===== src/rtl/aud_play_ctrl.sv =====
// Playback controller: steps an SRAM read address once per DAC LR period and feeds samples to AudPlayer.
// Optional build macro AUD_PLAY_LOOP_EN adds i_loop to wrap to address 0 instead of finishing.
module aud_play_ctrl #(
  parameter int ADDR_W = 20,
  parameter int DATA_W = 16
) (
  input  logic              i_bclk,
  input  logic              i_rst,
  input  logic              i_start,
  input  logic              i_pause,
  input  logic              i_stop,
  input  logic [2:0]        i_speed,
  input  logic [ADDR_W-1:0] i_end_addr,
  input  logic              i_daclrck,
  input  logic [DATA_W-1:0] i_sram_data,
`ifdef AUD_PLAY_LOOP_EN
  input  logic              i_loop,
`endif
  output logic [ADDR_W-1:0] o_sram_addr,
  output logic [DATA_W-1:0] o_dac_data,
  output logic              o_player_en,
  output logic              o_done,
  output logic [1:0]        o_state
);

  typedef enum logic [1:0] {
    ST_IDLE  = 2'd0,
    ST_PLAY  = 2'd1,
    ST_PAUSE = 2'd2,
    ST_DONE  = 2'd3
  } state_t;

  state_t              state_q, state_d;
  logic [ADDR_W-1:0]   addr_q, addr_d;
  logic [DATA_W-1:0]   dac_q, dac_d;
  logic                en_q, en_d;
  logic                done_q, done_d;
  logic                lr_p0_q, lr_p0_d;
  logic                vld_p1_q, vld_p1_d;
  logic                det_p0;
  logic                loop_en;
  logic [ADDR_W:0]     nxt_addr;

  // One bit wider than the address so an overshoot past the top of memory is still seen.
  function automatic logic [ADDR_W:0] step_addr(input logic [ADDR_W-1:0] addr,
                                                input logic [2:0]        speed);
    step_addr = {1'b0, addr} + (ADDR_W+1)'(speed) + (ADDR_W+1)'(1);
  endfunction

`ifdef AUD_PLAY_LOOP_EN
  assign loop_en = i_loop;
`else
  assign loop_en = 1'b0;
`endif

  assign det_p0   = i_daclrck & ~lr_p0_q;
  assign nxt_addr = step_addr(addr_q, i_speed);

  always_comb begin
    state_d  = state_q;
    addr_d   = addr_q;
    dac_d    = dac_q;
    done_d   = 1'b0;
    lr_p0_d  = i_daclrck;
    vld_p1_d = 1'b0;

    if (i_stop) begin
      state_d = ST_IDLE;
      addr_d  = '0;
      dac_d   = '0;
    end else begin
      unique case (state_q)
        ST_IDLE: begin
          if (!i_pause && i_start) begin
            state_d = ST_PLAY;
            addr_d  = '0;
            dac_d   = '0;
          end
        end
        ST_PLAY: begin
          if (i_pause) begin
            state_d = ST_PAUSE;
          end else begin
            vld_p1_d = det_p0;
            // Stage p1: the LR edge seen last cycle latches the sample and advances the address.
            if (vld_p1_q) begin
              dac_d = i_sram_data;
              if (nxt_addr > {1'b0, i_end_addr}) begin
                done_d = 1'b1;
                if (loop_en) begin
                  addr_d = '0;
                end else begin
                  state_d = ST_DONE;
                end
              end else begin
                addr_d = nxt_addr[ADDR_W-1:0];
              end
            end
          end
        end
        ST_PAUSE: begin
          if (!i_pause && i_start) begin
            state_d = ST_PLAY;
          end
        end
        ST_DONE: begin
          state_d = ST_IDLE;
        end
        default: begin
          state_d = ST_IDLE;
        end
      endcase
    end

    en_d = (state_d == ST_PLAY);
  end

  always_ff @(posedge i_bclk or posedge i_rst) begin
    if (i_rst) begin
      state_q  <= ST_IDLE;
      addr_q   <= '0;
      dac_q    <= '0;
      en_q     <= 1'b0;
      done_q   <= 1'b0;
      lr_p0_q  <= 1'b0;
      vld_p1_q <= 1'b0;
    end else begin
      state_q  <= state_d;
      addr_q   <= addr_d;
      dac_q    <= dac_d;
      en_q     <= en_d;
      done_q   <= done_d;
      lr_p0_q  <= lr_p0_d;
      vld_p1_q <= vld_p1_d;
    end
  end

  assign o_sram_addr = addr_q;
  assign o_dac_data  = dac_q;
  assign o_player_en = en_q;
  assign o_done      = done_q;
  assign o_state     = state_q;

endmodule


===== config.mk =====
export PLATFORM = sky130hd
export DESIGN_NAME = aud_play_ctrl
export DESIGN_NICKNAME = d
export VERILOG_FILES = /design/src/rtl/aud_play_ctrl.sv
export SDC_FILE = /design/constraint.sdc
export NUM_CORES = 1
export LEC_CHECK = 0
export ABC_AREA = 1
export BUFFER_PORTS_ARGS = -buffer_cell sky130_fd_sc_hd__buf_2
export CORE_MARGIN = 10
export CORE_UTILIZATION = 45
export CTS_BUF_LIST = sky130_fd_sc_hd__clkbuf_4 sky130_fd_sc_hd__clkbuf_8
export DETAILED_ROUTE_END_ITERATION = 10
export PLACE_DENSITY_LB_ADDON = 0.05
export SLEW_MARGIN = 0
export SYNTH_ARGS = -nofsm -noshare
export SYNTH_HDL_FRONTEND = slang
export SYNTH_SLANG_ARGS = --single-unit

===== constraint.sdc =====
create_clock -name i_bclk -period 4.2 [get_ports i_bclk]
set_clock_uncertainty 0.05 [all_clocks]
set_input_delay 0.63 -clock i_bclk [delete_from_list [all_inputs] [get_ports i_bclk]]
set_output_delay 0.63 -clock i_bclk [all_outputs]
set_load 0.05 [all_outputs]

==> results.json <==
{
  "final-hold-violation-count": 0,
  "remaining_drc_errors": 0,
  "slew_headroom": 0.555,
  "start_util": 0.464,
  "worst-r2r-setup-slack_ns": 0.40,
  "syn_nets": 475,
  "hold_buffers": 0,
  "die_h_um": 101,
  "cts_max_level": 2,
  "drtPass1Iterations": 4,
  "rsz0062_at_grt": "no",
  "switching_power_w": 0.000240,
  "grt_pass1_wl_um": 13000,
  "final.setup.worst_slack_ns": 0.397,
  "num_vias": 2830,
  "final_nets": 559,
  "synth_common_cells": "nand2_1, inv_1, dfrtp_1",
  "swShare": 0.274,
  "ctsResizeCount": 0,
  "synth_cells": 406,
  "numCtsBuffers": 5,
  "min_from": "lr_p0_q",
  "final_layout_size_suffix_gt1_frac": 0.230,
  "cp.arrival_ns": 3.99,
  "ys_ff_latch": 42,
  "viasPerCell": 4.98,
  "synth_edf_count": 0,
  "grt_max_degree": 43,
  "seq_area_sq_um": 1050,
  "grt_overflow": 0,
  "maxSlewViolCount": 0,
  "post-dp-hpwl_um": 6120,
  "finalSetupTns_ns": 0,
  "yosys.area.top_type": "dfrtp_1",
  "synth_area_sq_um": 2940,
  "seq_area_frac_synth": 0.357,
  "worst_pin_slew_ns": 0.665,
  "finalCriticalPeriod_ns": 3.80,
  "synth_most_common_cell": "nand2_1",
  "cp_max_fo": 20,
  "io-pin-count": 85,
  "core-area_sq_um": 6350,
  "crit_path_start": "i_speed[0]",
  "clockPowerShare": 0.379,
  "totalWireLength_um": 7940,
  "comb_power_share": 0.151,
  "dieWidth_um": 101,
  "track_usage": 0.155,
  "utilization": 0.558,
  "wl_per_cell_um": 14.0,
  "hold_slack_ns": 0.369,
  "max_freq_mhz": 263,
  "num_antenna_cells": 0,
  "pre_cts_ws_ns": 0.0758,
  "timing.final.crit_share": 0.905,
  "cts.clk_slew.worst_paths_ns": 0.09,
  "p_seq_frac": 0.471,
  "power_density_nw_per_um2": 247,
  "die-area_sq_um": 10200,
  "async_reset_ff_frac": 1.00,
  "syn_avg_cell_area_sq_um": 7.25,
  "first_iter_violations": 139,
  "rr_startpoint": "o_sram_addr[0]",
  "cts_post_setup_buffers_inserted": 0,
  "fillCellCount": 649,
  "routabilityCongestion": 0.838,
  "synth.top_cell.area_share": 0.357,
  "setup_violations": 0,
  "cts_tree": "yes",
  "worstSkewPairLatency_ns": 0.30,
  "synth_flop_cell": "dfrtp_1",
  "status": "complete, no violations",
  "cp-start-kind": "input pin",
  "rows": 29,
  "vdd_drop_max_mv": 0.193,
  "power.leakage_nw": 2.20,
  "ant_nets": 0,
  "clockBufferDepth": 2,
  "crit_type": "input pin to register",
  "cp_data_required_time_ns": 4.39,
  "cts.sinks": 42,
  "cts-root-buf": "clkbuf_8",
  "port_buffers": 84,
  "yosys_warnings": 0,
  "syn2layout_area_growth_pct": 20.4,
  "synth_cell_types": 32,
  "antenna_found_initial": 0,
  "multiInputGateArea_sq_um": 1500,
  "grt_pass1_vias": 2787,
  "critPathCaptureType": "register",
  "power.internal_w": 0.000636,
  "maxCapViolations": 0,
  "hp-class": "register to register",
  "synth_area_leaders": "dfrtp_1, nand2_1, inv_1, ha_1, nand4_1"
}
## critical path: stages
cell and delay [ns]:
buf_2 0.08, inv_1 0.03, ha_1 0.22, fa_1 0.41, inv_1 0.07, nand2_1 0.04
nand2_1 0.07, nand2_1 0.15, inv_1 0.11, nand4_1 0.15, nor2_1 0.20, nand3_1 0.09
nand2_1 0.07, inv_1 0.05, ha_1 0.29, inv_1 0.04, nor3_1 0.27, a21boi_1 0.20
nor2_1 0.07, o21ai_2 0.10, nand3_2 0.13, nand2_2 0.33, nand2_1 0.09, nand2_1 0.08
## power groups by stage
stage	clock, W	sequential [W]	combinational, W
4_1_cts	0.000338	0.000413	0.000134
3_5_place_dp	0	0.000421	0.000133
2_1_floorplan	0	0.000437	0.0000714
3_3_place_gp	0	0.000421	0.000130
5_1_grt	0.000353	0.000414	0.000149
6_report	0.000332	0.000413	0.000132
## area by class of cell
class	count	area share
clock inverters	2	0.0106
flip-flops and latches	42	0.297
multi-input cells	264	0.424
inverters	90	0.0953
clock buffers	6	0.0215
well taps	77	0.0272
repair buffers	87	0.125
## placed cells by master, fill, tap and decap left out, types with 2 or more instances in the layout
cell      count
a21o_1        2
a21oi_1       9
buf_2        84
buf_4         3
clkbuf_8      5
clkinv_1      3
dfrtp_1      42
ha_1         23
inv_1        84
inv_2         3
nand2_1      95
nand2_2       3
nand3_1      30
nand3_2       2
nand4_1      26
nor2_1       21
nor2_4        2
nor3_1        6
nor4_1        2
o21ai_0      20
or2_2         3
xnor2_1       4
xor2_1        7
## through the flow
stage               total power [W]  instance area, sq um  instances
floorplan                  0.000508                  2940        406
global placement           0.000551                  3430        560
detailed placement         0.000554                  3430        560
CTS                        0.000885                  3540        568
global route               0.000915                  3540        568
finish                     0.000876                  3540        568
## final timing paths
check | end | depth (start not counted)
worst max register to register | o_sram_addr[13] | 23
min in group asynchronous | o_dac_data[6] | 3
worst min register to register | vld_p1_q | 1
worst min-delay path | vld_p1_q | 1
max in group asynchronous | o_sram_addr[18] | 3
worst max-delay path | o_sram_addr[13] | 24
## logic make-up after synthesis
family | Yosys count | synth area share
xor+xnor | 11 | 0.0327
compound gates | 35 | 0.0650
buf+inv | 100 | 0.133
simple gates | 194 | 0.308
fa+ha+maj | 24 | 0.105
flops | 42 | 0.357
## registers in the layout, summed over array words and instances, names as in the netlist
register and count:
vld_p1_q 1, lr_p0_q 1, o_done 1, o_dac_data 16
o_sram_addr 20, o_player_en 1, o_state 2
## layer usage
metal | global-route usage | wire (um) | up-vias
met4 | 0.0413 | 79 | 0
met3 | 0.0439 | 534 | 12
li1 | - | - | 1448
met2 | 0.257 | 3910 | 74
met1 | 0.192 | 3410 | 1296
met5 | 0 | 0 | -
No activity file was read; power rests on OpenSTA's default activity.
